===== src/rtl/tsc_mc_cpu.sv =====
// Multi-cycle TSC core: fetch/decode/execute/writeback over a loadable instruction RAM.
// Optional macro TSC_ALU_EXT_EN adds R-type SUB/AND/ORR/NOT/TCP/SHL/SHR.
module tsc_mc_cpu #(
  parameter int          IMEM_AW  = 5,
  parameter logic [15:0] PC_RESET = 16'h0000
) (
  input  logic               clk,
  input  logic               reset_cpu,
  input  logic               cpu_enable,
  input  logic               wwd_enable,
  input  logic [1:0]         register_selection,
  input  logic               prog_we,
  input  logic [IMEM_AW-1:0] prog_addr,
  input  logic [15:0]        prog_data,
  output logic [15:0]        num_inst,
  output logic [15:0]        output_port,
  output logic [7:0]         PC_below8bit,
  output logic               halted
);

  typedef enum logic [2:0] {
    S_FETCH  = 3'd0,
    S_DECODE = 3'd1,
    S_EXEC   = 3'd2,
    S_WB     = 3'd3,
    S_HALT   = 3'd4
  } state_t;

  localparam logic [3:0] OP_BNE = 4'd0;
  localparam logic [3:0] OP_BEQ = 4'd1;
  localparam logic [3:0] OP_BGZ = 4'd2;
  localparam logic [3:0] OP_BLZ = 4'd3;
  localparam logic [3:0] OP_ADI = 4'd4;
  localparam logic [3:0] OP_ORI = 4'd5;
  localparam logic [3:0] OP_LHI = 4'd6;
  localparam logic [3:0] OP_JMP = 4'd9;
  localparam logic [3:0] OP_R   = 4'd15;

  localparam logic [5:0] F_ADD = 6'd0;
  localparam logic [5:0] F_SUB = 6'd1;
  localparam logic [5:0] F_AND = 6'd2;
  localparam logic [5:0] F_ORR = 6'd3;
  localparam logic [5:0] F_NOT = 6'd4;
  localparam logic [5:0] F_TCP = 6'd5;
  localparam logic [5:0] F_SHL = 6'd6;
  localparam logic [5:0] F_SHR = 6'd7;
  localparam logic [5:0] F_WWD = 6'd28;
  localparam logic [5:0] F_HLT = 6'd29;

  state_t      r_state;
  state_t      w_state_nx;

  logic [15:0] r_imem [0:(1<<IMEM_AW)-1];
  logic [15:0] r_regs [0:3];
  logic [15:0] r_pc;
  logic [15:0] r_ir;
  logic [15:0] r_a;
  logic [15:0] r_b;
  logic [15:0] r_wwd;
  logic [15:0] r_num_inst;
  logic        r_halted;

  // EXEC results held until the WB edge commits them
  logic [15:0] r_res;
  logic        r_we;
  logic [1:0]  r_waddr;
  logic [15:0] r_npc;
  logic        r_wwd_do;
  logic        r_hlt_do;

  logic [3:0]  w_op;
  logic [1:0]  w_rs;
  logic [1:0]  w_rt;
  logic [1:0]  w_rd;
  logic [5:0]  w_func;
  logic [15:0] w_sext;
  logic [15:0] w_pc_inc;
  logic [15:0] w_pc_br;
  logic [15:0] w_res;
  logic        w_we;
  logic [1:0]  w_waddr;
  logic [15:0] w_npc;
  logic        w_wwd;
  logic        w_hlt;

  assign w_op     = r_ir[15:12];
  assign w_rs     = r_ir[11:10];
  assign w_rt     = r_ir[9:8];
  assign w_rd     = r_ir[7:6];
  assign w_func   = r_ir[5:0];
  assign w_sext   = {{8{r_ir[7]}}, r_ir[7:0]};
  assign w_pc_inc = r_pc + 16'd1;
  assign w_pc_br  = r_pc + 16'd1 + w_sext;

  // State register
  always_ff @(posedge clk) begin
    if (reset_cpu) begin
      r_state <= S_FETCH;
    end else begin
      r_state <= w_state_nx;
    end
  end

  // Next-state logic; HALT is only left through reset
  always_comb begin
    w_state_nx = r_state;
    if (cpu_enable) begin
      case (r_state)
        S_FETCH:  w_state_nx = S_DECODE;
        S_DECODE: w_state_nx = S_EXEC;
        S_EXEC:   w_state_nx = S_WB;
        S_WB:     w_state_nx = r_hlt_do ? S_HALT : S_FETCH;
        S_HALT:   w_state_nx = S_HALT;
        default:  w_state_nx = S_FETCH;
      endcase
    end else begin
      w_state_nx = r_state;
    end
  end

  // Execute: ALU result, write target and next PC
  always_comb begin
    w_res   = 16'h0000;
    w_we    = 1'b0;
    w_waddr = 2'd0;
    w_npc   = w_pc_inc;
    w_wwd   = 1'b0;
    w_hlt   = 1'b0;
    case (w_op)
      OP_BNE: begin
        if (r_a != r_b) w_npc = w_pc_br;
        else            w_npc = w_pc_inc;
      end
      OP_BEQ: begin
        if (r_a == r_b) w_npc = w_pc_br;
        else            w_npc = w_pc_inc;
      end
      OP_BGZ: begin
        if ($signed(r_a) > $signed(16'sd0)) w_npc = w_pc_br;
        else                                w_npc = w_pc_inc;
      end
      OP_BLZ: begin
        if (r_a[15]) w_npc = w_pc_br;
        else         w_npc = w_pc_inc;
      end
      OP_ADI: begin w_res = r_a + w_sext;              w_we = 1'b1; w_waddr = w_rt; end
      OP_ORI: begin w_res = r_a | {8'h00, r_ir[7:0]};  w_we = 1'b1; w_waddr = w_rt; end
      OP_LHI: begin w_res = {r_ir[7:0], 8'h00};        w_we = 1'b1; w_waddr = w_rt; end
      OP_JMP: w_npc = {r_pc[15:12], r_ir[11:0]};
      OP_R: begin
        case (w_func)
          F_ADD: begin w_res = r_a + r_b; w_we = 1'b1; w_waddr = w_rd; end
`ifdef TSC_ALU_EXT_EN
          F_SUB: begin w_res = r_a - r_b;             w_we = 1'b1; w_waddr = w_rd; end
          F_AND: begin w_res = r_a & r_b;             w_we = 1'b1; w_waddr = w_rd; end
          F_ORR: begin w_res = r_a | r_b;             w_we = 1'b1; w_waddr = w_rd; end
          F_NOT: begin w_res = ~r_a;                  w_we = 1'b1; w_waddr = w_rd; end
          F_TCP: begin w_res = 16'd0 - r_a;           w_we = 1'b1; w_waddr = w_rd; end
          F_SHL: begin w_res = {r_a[14:0], 1'b0};     w_we = 1'b1; w_waddr = w_rd; end
          F_SHR: begin w_res = {r_a[15], r_a[15:1]};  w_we = 1'b1; w_waddr = w_rd; end
`else
          F_SUB, F_AND, F_ORR, F_NOT, F_TCP, F_SHL, F_SHR: w_npc = w_pc_inc;
`endif
          F_WWD: begin w_res = r_a; w_wwd = 1'b1; end
          // HLT parks the PC on itself
          F_HLT: begin w_hlt = 1'b1; w_npc = r_pc; end
          default: w_npc = w_pc_inc;
        endcase
      end
      default: w_npc = w_pc_inc;
    endcase
  end

  // Datapath and architectural state
  always_ff @(posedge clk) begin
    if (reset_cpu) begin
      r_pc       <= PC_RESET;
      r_ir       <= 16'h0000;
      r_a        <= 16'h0000;
      r_b        <= 16'h0000;
      r_wwd      <= 16'h0000;
      r_num_inst <= 16'h0000;
      r_halted   <= 1'b0;
      r_res      <= 16'h0000;
      r_we       <= 1'b0;
      r_waddr    <= 2'd0;
      r_npc      <= 16'h0000;
      r_wwd_do   <= 1'b0;
      r_hlt_do   <= 1'b0;
      for (int i = 0; i < 4; i++) r_regs[i] <= 16'h0000;
    end else if (cpu_enable) begin
      case (r_state)
        S_FETCH:  r_ir <= r_imem[r_pc[IMEM_AW-1:0]];
        S_DECODE: begin
          r_a <= r_regs[w_rs];
          r_b <= r_regs[w_rt];
        end
        S_EXEC: begin
          r_res    <= w_res;
          r_we     <= w_we;
          r_waddr  <= w_waddr;
          r_npc    <= w_npc;
          r_wwd_do <= w_wwd;
          r_hlt_do <= w_hlt;
        end
        S_WB: begin
          if (r_we)     r_regs[r_waddr] <= r_res;
          if (r_wwd_do) r_wwd <= r_res;
          if (r_hlt_do) r_halted <= 1'b1;
          r_pc       <= r_npc;
          r_num_inst <= r_num_inst + 16'd1;
        end
        S_HALT:  r_halted <= 1'b1;
        default: r_ir <= r_ir;
      endcase
    end
  end

  // Program load port, only while the core is stopped; contents survive reset
  always_ff @(posedge clk) begin
    if (!reset_cpu && prog_we && !cpu_enable) begin
      r_imem[prog_addr] <= prog_data;
    end
  end

  assign output_port  = wwd_enable ? r_wwd : r_regs[register_selection];
  assign num_inst     = r_num_inst;
  assign PC_below8bit = r_pc[7:0];
  assign halted       = r_halted;

endmodule

===== config.mk =====
export PLATFORM = sky130hd
export DESIGN_NAME = tsc_mc_cpu
export DESIGN_NICKNAME = d
export VERILOG_FILES = /design/src/rtl/tsc_mc_cpu.sv
export SDC_FILE = /design/constraint.sdc
export NUM_CORES = 1
export LEC_CHECK = 0
export BUFFER_PORTS_ARGS = -buffer_cell sky130_fd_sc_hd__clkbuf_2
export CAP_MARGIN = 40
export CORE_ASPECT_RATIO = 1.4
export CORE_MARGIN = 3
export CORE_UTILIZATION = 60
export CTS_BUF_LIST = sky130_fd_sc_hd__clkbuf_2
export DETAILED_ROUTE_END_ITERATION = 8
export PLACE_DENSITY = 0.76
export SYNTH_ARGS = -nofsm -noshare
export SYNTH_HDL_FRONTEND = slang
export SYNTH_SLANG_ARGS = --single-unit

===== constraint.sdc =====
create_clock -name clk -period 5.37 [get_ports clk]
set_clock_uncertainty 0.15 [all_clocks]
set_input_delay 0.8055 -clock clk [delete_from_list [all_inputs] [get_ports clk]]
set_output_delay 0.8055 -clock clk [all_outputs]
set_load 0.05 [all_outputs]

# [Word level (Yosys, flattened, before mapping)]
# Memories as Yosys holds them, arrays and structs flattened. A register that Yosys moved wholly into a read port is not among the register bits.
# Index checks and enable logic that the tools add are counted.
[word_totals] regBits=89 ramBits=576 input_bits=28 output_inout_bits=41 memories=2
[memory_table] memory="r_imem" words=32 word_bits=16 rd=1 rd_clocked_by_memory_dff=1 wr=1 line_no="53" text="logic [15:0] r_imem [0:(1<<IMEM_AW)-1];"
[memory_table] memory="r_regs" words=4 word_bits=16 rd=3 rd_clocked_by_memory_dff=2 wr=4 line_no="54" text="logic [15:0] r_regs [0:3];"
[classes] addsub=5 magnitude_cmp=1 n_eq_ne=17 muxes=33 bitwise_logic=1 reduce_logical=16
[ops] operator="two-way mux 16 bit" count=7
[ops] operator="case mux 16 bit (6 select lines)" count=1
[ops] operator="case mux 16 bit (4 select lines)" count=1
[ops] operator="adder 16 bit" count=3
[ops] operator="adder 16 x 1 -> 16 bit (second input constant)" count=2
[ops] operator="case mux 16 bit (2 select lines)" count=1
[ops] operator="equality test 16 bit" count=1
[ops] operator="> comparator 16 x 1 -> 1 bit (second input constant)" count=1
[ops] operator="two-way mux 1 bit" count=16
[ops] operator="inequality test 16 bit" count=1
[ops] operator="bitwise OR 16 x 8 -> 16 bit" count=1
[ops] operator="OR reduction 16 bit" count=1
[ops] operator="case mux 3 bit (5 select lines)" count=1
[ops] operator="equality test 4 x 3 -> 1 bit (second input constant)" count=3
[ops] operator="equality test 6 x 5 -> 1 bit (second input constant)" count=2
[ops] operator="equality test 4 x 2 -> 1 bit (second input constant)" count=2
[ops] operator="equality test 4 bit (second input constant)" count=2
[ops] operator="AND reduction 2 bit" count=4
[ops] operator="equality test 3 x 2 -> 1 bit (second input constant)" count=2
[ops] operator="logical NOT 6 bit" count=1
[ops] operator="AND reduction 3 bit" count=2
[ops] operator="equality test 4 x 1 -> 1 bit (second input constant)" count=1
[ops] operator="logical NOT 4 bit" count=1
[ops] operator="two-way mux 2 bit" count=2
[ops] operator="other kinds (11)" count=14

# [Longest topological paths before layout]
# Gate-level depths: netlist of the first run.
[depth] word_depth=7 depth_mapped=14 mapped_depth_nobuf=13

# [Worst setup path before layout of the first run]
# No wires, ideal clock.
[synth_timing] kind="flip-flop to flip-flop" startpoint="reg r_pc[2]" endpoint="reg r_npc[7]" setup_time_ps=137 t_arrival_ps=3112 slack_ps=1971 path_stages_with_launch=13 n_path_buf=2 period_less_slack_ps=3399 cell_sequence="dfxtp_1 buf_4 buf_1 nand3_1 xnor2_1 ha_1 nand2_1 a21oi_1 o41ai_1 xnor2_1 o21ai_0 a222oi_1 a31oi_1"
[synth_between] elab_chain_cells=4 word_cells_on_any_way=8 cone_classes="add/sub: 2; mux: 6"
[synth_lines] element="from (decl)" line_no="55" text="logic [15:0] r_pc;"
[synth_lines] element="from (signal assigned)" line_no="210" text="r_pc <= r_npc;"
[synth_lines] element="adder 16 x 1 -> 16 bit (*)" line_no="92, 93"
[synth_lines] element="adder 16 bit" line_no="93" text="assign w_pc_br = r_pc + 16'd1 + w_sext;"
[synth_lines] element="two-way mux 16 bit (on tied branches)"
[synth_lines] element="case mux 16 bit (6 select lines) (*)" line_no="129" text="case (w_op)"
[synth_lines] element="to (signal assigned)" line_no="202" text="r_npc <= w_npc;"
[synth_lines] element="to (decl)" line_no="67" text="logic [15:0] r_npc;"
# Every way passes the cells marked *; elsewhere a longest branch is shown, timed or not.
# A chain may end at the register's enable or synchronous reset.

==> impl_metrics.py, run 1 <==
metrics = {
    "outcome": {
        "status": "complete, no violations",
    },
    "floorplan": {
        "core_region_area_mm2": 0.0502,
        "fp.dieArea_mm2": 0.0538,
        "die_h_um": 273,
        "placementRows": 97,
        "pin_count": 69,
        "die_w_um": 197,
        "initial_utilization": 0.609,
    },
    "critical_path": {
        "cp_num_buf_inv": 1,
        "startpoint_type": "flip-flop",
        "path_cells": "mux4_2 > mux2_2 > clkbuf_2",
        "crit_required_ps": 4410,
        "arrival_ps": 2680,
        "critical_path.slowest_cell": "mux4_2",
        "path_class": "reg -> out",
        "crit_cells": 3,
        "crit_fanout": 3,
        "cp_slowest_stage_delay_ps": 520,
        "reg2reg_depth": 12,
        "cp-end-kind": "output pin",
        "path_delay_family": "multiplexers",
    },
    "placed_design": {
        "hpwl_um": 47800,
        "dp_slack_ps": 1780,
        "io_buffers": 68,
        "gp_congestion": 0.914,
    },
    "detailed_routing": {
        "vias_per_cell": 6.36,
        "vias": 18400,
        "dr.pass1.iters": 5,
        "wire_per_inst_um": 25.3,
        "routed_wl_um": 73200,
        "drtAntennaViolNets": 0,
        "drc": 0,
        "drt-initial-drc-count": 1530,
    },
    "power_and_ir_drop": {
        "combPwrFrac": 0.058,
        "p_per_area_mw_per_mm2": 295,
        "pwr-share-seq": 0.608,
        "p_int_uw": 7380,
        "clkPwrFrac": 0.334,
        "power_switching_share": 0.248,
        "switching_power_uw": 2430,
        "leakagePower_uw": 0.0112,
        "peakVddDrop_uv": 269,
    },
    "cts": {
        "cts_htree_levels": 4,
        "cts_resized": 0,
        "cts_buffers": 157,
        "clock_path_buffers": 3,
        "post_cts_buffers": 0,
        "clk-insertion-delay-late_ps": 1190,
        "hold_buffers": 7,
        "cts_sinks": 697,
        "cts_tree": "done",
        "cts_root_buf": "clkbuf_2",
        "cts.clk_slew.worst_paths_ps": 110,
    },
    "global_route": {
        "grt_pass1_wl_um": 112000,
        "grt_max_degree": 77,
        "grt_pass1_vias": 19100,
        "grt_usage": 0.280,
        "grt_antenna_before_repair": 2,
        "grt-ovfl-total": 0,
    },
    "timing": {
        "rsz0062_at_grt": "false",
        "fmaxAchievable_mhz": 275,
        "finalSetupViolCount": 0,
        "relSlewSlack": 0.425,
        "setup-tns-final_ps": 0,
        "slew_viol_final": 0,
        "worstMarginPinSlew_ps": 862,
        "finalHoldViolations": 0,
        "finalCriticalPeriod_ps": 3640,
        "setup_ws_ps": 1730,
        "fin_crit_sh": 0.677,
    },
    "logic_synthesis": {
        "syn_nets": 2024,
        "synth_top_family_by_area": "multiplexers",
        "synth_cell_types": 69,
        "synth.ff_latch_count": 697,
        "synth_area_mm2": 0.0306,
        "synth_xor_area_frac": 0.0129,
        "synthSimpleGateAreaFrac": 0.0791,
        "synth.mux.area_fraction": 0.166,
        "yosys_warnings": 0,
        "synth_compound_area_frac": 0.0550,
        "syn_inst": 1943,
        "ys.flop_type": "edfxtp_1",
        "synth-edff-count": 576,
        "avgSynthCellArea_um2": 15.7,
        "async_flop_share": 0,
        "synth_fa_ha_area_frac": 0.0224,
        "yosysSeqAreaShare": 0.645,
    },
    "worst_hold_path": {
        "hold_path.class": "in -> reg",
        "hold_path_depth": 1,
    },
    "run": {
        "maxCapViolations": 0,
    },
    "cells_and_area": {
        "area_delta_synth_final_pct": 8.97,
        "drive_above_1_share": 0.283,
        "final_common_cell": "edfxtp_1",
        "final_cell_mix": "576 x edfxtp_1, 297 x clkbuf_2, 208 x mux4_2",
        "nNetsFinal": 2213,
    },
}
[final cells by class]
class	instances	area, um^2
sequential	697	19700
fill	3563	16900
multi-input combinational	1106	10300
clock buffer	230	1150
timing repair buffer	139	988
tap	643	805
clock inverter	45	272
inverter	31	116
antenna	2	5.00
[metal layers]
metal  track usage  wire, um
met5             0         0
met1         0.330     26100
met3        0.0572      4790
met4         0.137      3380
met2         0.491     39000
[power groups by stage]
stage	sequential, uW	combinational [uW]	clock (uW)
final	5970	567	3280
after detailed placement	6090	556	0
after global routing	5980	613	3650
after global placement	6090	530	0
after floorplan	6040	383	0
after CTS	5970	562	3380
[metrics by stage]
stage               hold slack, ps  utilization  power, uW  cell area [um^2]  instances
global route                  69.9        0.663      10200             33300       2893
floorplan                      282            -       6430             30600       1943
finish                         151        0.663       9820             33300       2893
CTS                           21.1        0.663       9910             33300       2890
detailed placement             283        0.633       6650             31800       2608
global placement               284        0.629       6620             31600       2593
[registers in the layout (all words and copies together) (netlist names)]
name / flops
r_b: 16
r_pc: 8
halted: 1
r_a: 16
r_state: 3
r_hlt_do: 1
r_waddr: 2
r_we: 1
r_wwd_do: 1
r_wwd: 16
r_imem: 512
num_inst: 16
r_npc: 8
r_ir: 16
r_res: 16
r_regs: 64
[synthesized netlist by cell type (11+ instances only)]
cell      number  area share
o21ai_1       11      0.0018
or3_1         11      0.0023
buf_2         26      0.0043
clkbuf_1      68      0.0083
nor3_1        26      0.0043
mux2i_1       20      0.0065
edfxtp_1     576        0.57
a211oi_1      27      0.0066
nand3_1       21      0.0034
mux2_2        16      0.0059
nor2_1       129       0.016
mux4_2       208        0.15
nand2_1      166       0.020
dfxtp_1      121       0.079
xnor2_1       26      0.0074
and3_1        13      0.0027
a21o_1        11      0.0027
nand2b_1      14      0.0029
and2_1        69       0.014
a21oi_1      110       0.018
o21ai_0       28      0.0046
ha_1          50       0.020
inv_1         30      0.0037
xor2_1        19      0.0054
[cell families after synthesis]
group,Yosys count
compound gates,263
xor+xnor,45
fa+ha+maj,53
buf+inv,140
flops,697
mux,244
simple gates,501
[final timing paths]
path	start	endpoint	slack [ps]
max	r_regs[0][2]	output_port[2]	1730
min	prog_data[2]	r_imem[26][2]	150
max reg2reg	r_pc[2]	r_npc[7]	2000
min reg2reg	r_npc[4]	r_pc[4]	300
Note: power is estimated with default switching activity, not from simulation.
==> inputs of run 2 (changes only) <==
--- a/config.mk
+++ b/config.mk
@@ -5,6 +5,7 @@
 export SDC_FILE = /design/constraint.sdc
 export NUM_CORES = 1
 export LEC_CHECK = 0
+export ABC_AREA = 1
 export BUFFER_PORTS_ARGS = -buffer_cell sky130_fd_sc_hd__clkbuf_2
 export CAP_MARGIN = 40
 export CORE_ASPECT_RATIO = 1.4
==> constraint.sdc (replaced) <==
create_clock -name clk -period 3.4 [get_ports clk]
set_clock_uncertainty 0.15 [all_clocks]
set_input_delay 0.51 -clock clk [delete_from_list [all_inputs] [get_ports clk]]
set_output_delay 0.51 -clock clk [all_outputs]
set_load 0.05 [all_outputs]
==> run 2 against run 1 <==
Against the previous run: critical path depth is 1 lower; cell count up 39%; total power increased by 68%; critical path type unchanged; critical endpoint is now PC_below8bit[2]; via count grew 37%; largest cell class unchanged; first-iteration DRC count grew 63%.
==> impl_metrics.py, run 2 <==
metrics = {
    "outcome": {
        "status": "complete, no violations",
    },
    "timing": {
        "setup-tns-final_ps": 0,
        "fin_crit_sh": 0.965,
        "finalCriticalPeriod_ps": 3280,
        "fmaxAchievable_mhz": 305,
        "finalHoldViolations": 0,
        "slew_viol_final": 0,
        "worstMarginPinSlew_ps": 958,
        "rsz0062_at_grt": "false",
        "relSlewSlack": 0.361,
        "finalSetupViolCount": 0,
    },
    "critical_path": {
        "rr_startpoint": "r_a[0]",
        "reg2reg_depth": 14,
        "startpoint_type": "flip-flop",
        "cp-end-kind": "output pin",
        "r2r_slack_ps": 650,
        "crit_fanout": 59,
        "path_class": "reg -> out",
        "crit_required_ps": 2740,
        "arrival_ps": 2620,
        "rr_endpoint": "r_res[14]",
    },
    "detailed_routing": {
        "dr.pass1.iters": 7,
        "vias_per_cell": 6.27,
        "routed_wl_um": 93700,
        "drtAntennaViolNets": 0,
        "drc": 0,
        "vias": 25200,
        "wire_per_inst_um": 23.3,
        "drt-initial-drc-count": 2487,
    },
    "logic_synthesis": {
        "synth_area_mm2": 0.0316,
        "synth.ff_latch_count": 697,
        "yosys_warnings": 0,
        "syn_inst": 3087,
        "synth_top_area_cell": "edfxtp_1",
        "synth_top_area_frac": 0.548,
        "avgSynthCellArea_um2": 10.2,
        "synth_common_cells": "576 x edfxtp_1, 424 x nand2_1, 414 x nor2_1",
        "synth_area_leaders": "edfxtp_1 55%, dfxtp_1 7.7%, o21ai_0 5.1%",
        "synth-edff-count": 576,
        "synth_cell_types": 50,
        "ys.flop_type": "edfxtp_1",
        "synth_most_common_cell": "edfxtp_1",
        "yosysSeqAreaShare": 0.625,
        "syn_nets": 3168,
        "async_flop_share": 0,
    },
    "worst_hold_path": {
        "hold_path_depth": 3,
        "min_to": "num_inst[13]",
        "hold_path_startpoint": "reset_cpu",
        "hold_path.class": "in -> reg",
    },
    "global_route": {
        "grt_pass1_wl_um": 141000,
        "grt_pass1_vias": 24500,
        "grt-ovfl-total": 0,
        "grt_max_degree": 151,
        "grt_antenna_before_repair": 2,
        "grt_usage": 0.338,
    },
    "cells_and_area": {
        "postLayoutCoreUtil": 0.669,
        "final_cell_mix": "576 x edfxtp_1, 424 x nand2_1, 413 x nor2_1",
        "final_common_cell": "edfxtp_1",
        "finalNonFillerCells": 4018,
        "nNetsFinal": 3330,
        "top_register": "r_imem",
        "largest_register_ffs": 512,
        "drive_above_1_share": 0.136,
        "area_delta_synth_final_pct": 9.09,
        "top_regs": "r_imem (512), r_regs (64)",
    },
    "cts": {
        "clock_path_buffers": 3,
        "clk-insertion-delay-late_ps": 1230,
        "cts_root_buf": "clkbuf_2",
        "cts_sinks": 697,
        "cts_buffers": 158,
        "cts_resized": 0,
        "cts.clk_slew.worst_paths_ps": 100,
        "cts_tree": "done",
        "cts_htree_levels": 4,
    },
    "power_and_ir_drop": {
        "p_per_area_mw_per_mm2": 479,
        "leakagePower_uw": 0.0129,
        "peakVddDrop_uv": 628,
    },
    "run": {
        "maxCapViolations": 0,
    },
    "floorplan": {
        "die_w_um": 200,
        "initial_utilization": 0.613,
        "pin_count": 69,
        "fp.dieArea_mm2": 0.0554,
        "die_h_um": 277,
        "placementRows": 98,
        "core_region_area_mm2": 0.0515,
    },
    "placed_design": {
        "io_buffers": 68,
        "gp_congestion": 0.960,
        "dpl.cell_count": 3710,
        "hpwl_um": 60000,
    },
}
## run 2: changes by cell type after synthesis, moves of 44 or more
cell | previous run | this run
nor2_1 | 129 | 414
nand3_1 | 21 | 151
a31oi_1 | 5 | 49
nand2_1 | 166 | 424
o21ai_0 | 28 | 321
a21oi_1 | 110 | 227
o211ai_1 | 4 | 53
and2_1 | 69 | 0
o22ai_1 | 3 | 109
inv_1 | 30 | 193
mux4_2 | 208 | 0
## run 2: cell families (layout without fill, tap and decap cells)
logic type	Yosys count	in the layout	synth area share
AND/OR/NAND/NOR	1062	1062	0.141
AO/OA/AOI/OAI	877	877	0.157
flip-flops	697	697	0.625
buffers and inverters	386	664	0.0522
adder cells (fa/ha/maj)	53	53	0.0217
XOR/XNOR	12	12	0.00381
other	0	3	0
## run 2: where the power goes
part	total, uW	switching [uW]	leakage (uW)	internal (uW)
sequential	9460	141	0.00625	9320
clock	5690	3270	0.00116	2420
combinational	1350	964	0.00547	387
total	16500	4370	0.0129	12100
## run 2: how the worst max path moves through the flow
stage | start | endpoint | depth (start not counted)
final | r_pc[2] | PC_below8bit[2] | 2
after global placement | register_selection[0] | output_port[12] | 6
after detailed placement | register_selection[0] | output_port[13] | 5
after floorplan | r_state[0] | r_regs[3][0] | 6
after global routing | r_pc[2] | PC_below8bit[2] | 2
after CTS | r_pc[2] | PC_below8bit[2] | 2
## run 2: critical path, stage by stage (launching register included)
cell and delay, ps:
dfxtp_2 390, buf_4 670, clkbuf_2 410
## run 2: layout make-up
type,instances,area (um^2)
inverters,208,788
diodes,3,7.51
clock buffers,229,1150
flip-flops and latches,697,19700
clock inverters,47,422
repair buffers,180,1320
well taps,650,813
fillers,3943,17100
multi-input cells,2004,10200
## run 2: per-stage QoR
step / hold slack (ps) / total power (uW) / area (um^2) / worst slack [ps]
6_report: 125 / 16500 / 34400 / 119
5_1_grt: 39.8 / 17100 / 34400 / 11.7
4_1_cts: 5.33 / 16500 / 34400 / 13.1
3_5_place_dp: 308 / 10900 / 32600 / 625
3_3_place_gp: 305 / 10900 / 32600 / 644
2_1_floorplan: 292 / 10400 / 31600 / 90.3
## run 2: what timing repair did
action | CTS | global route
hold endpoints to repair | 1131 | 0
hold buffers | 28 | 0
buffers inserted | 0 | 0
setup endpoints to repair | 0 | 0
## run 2: per-layer routing
metal	routed length [um]	GRT usage	vias up	part of all wire
met5	0	0	-	0
met4	7600	0.242	0	0.081
met2	48000	0.585	1328	0.51
li1	-	-	11500	-
met1	31300	0.373	12100	0.33
met3	6780	0.0570	328	0.072
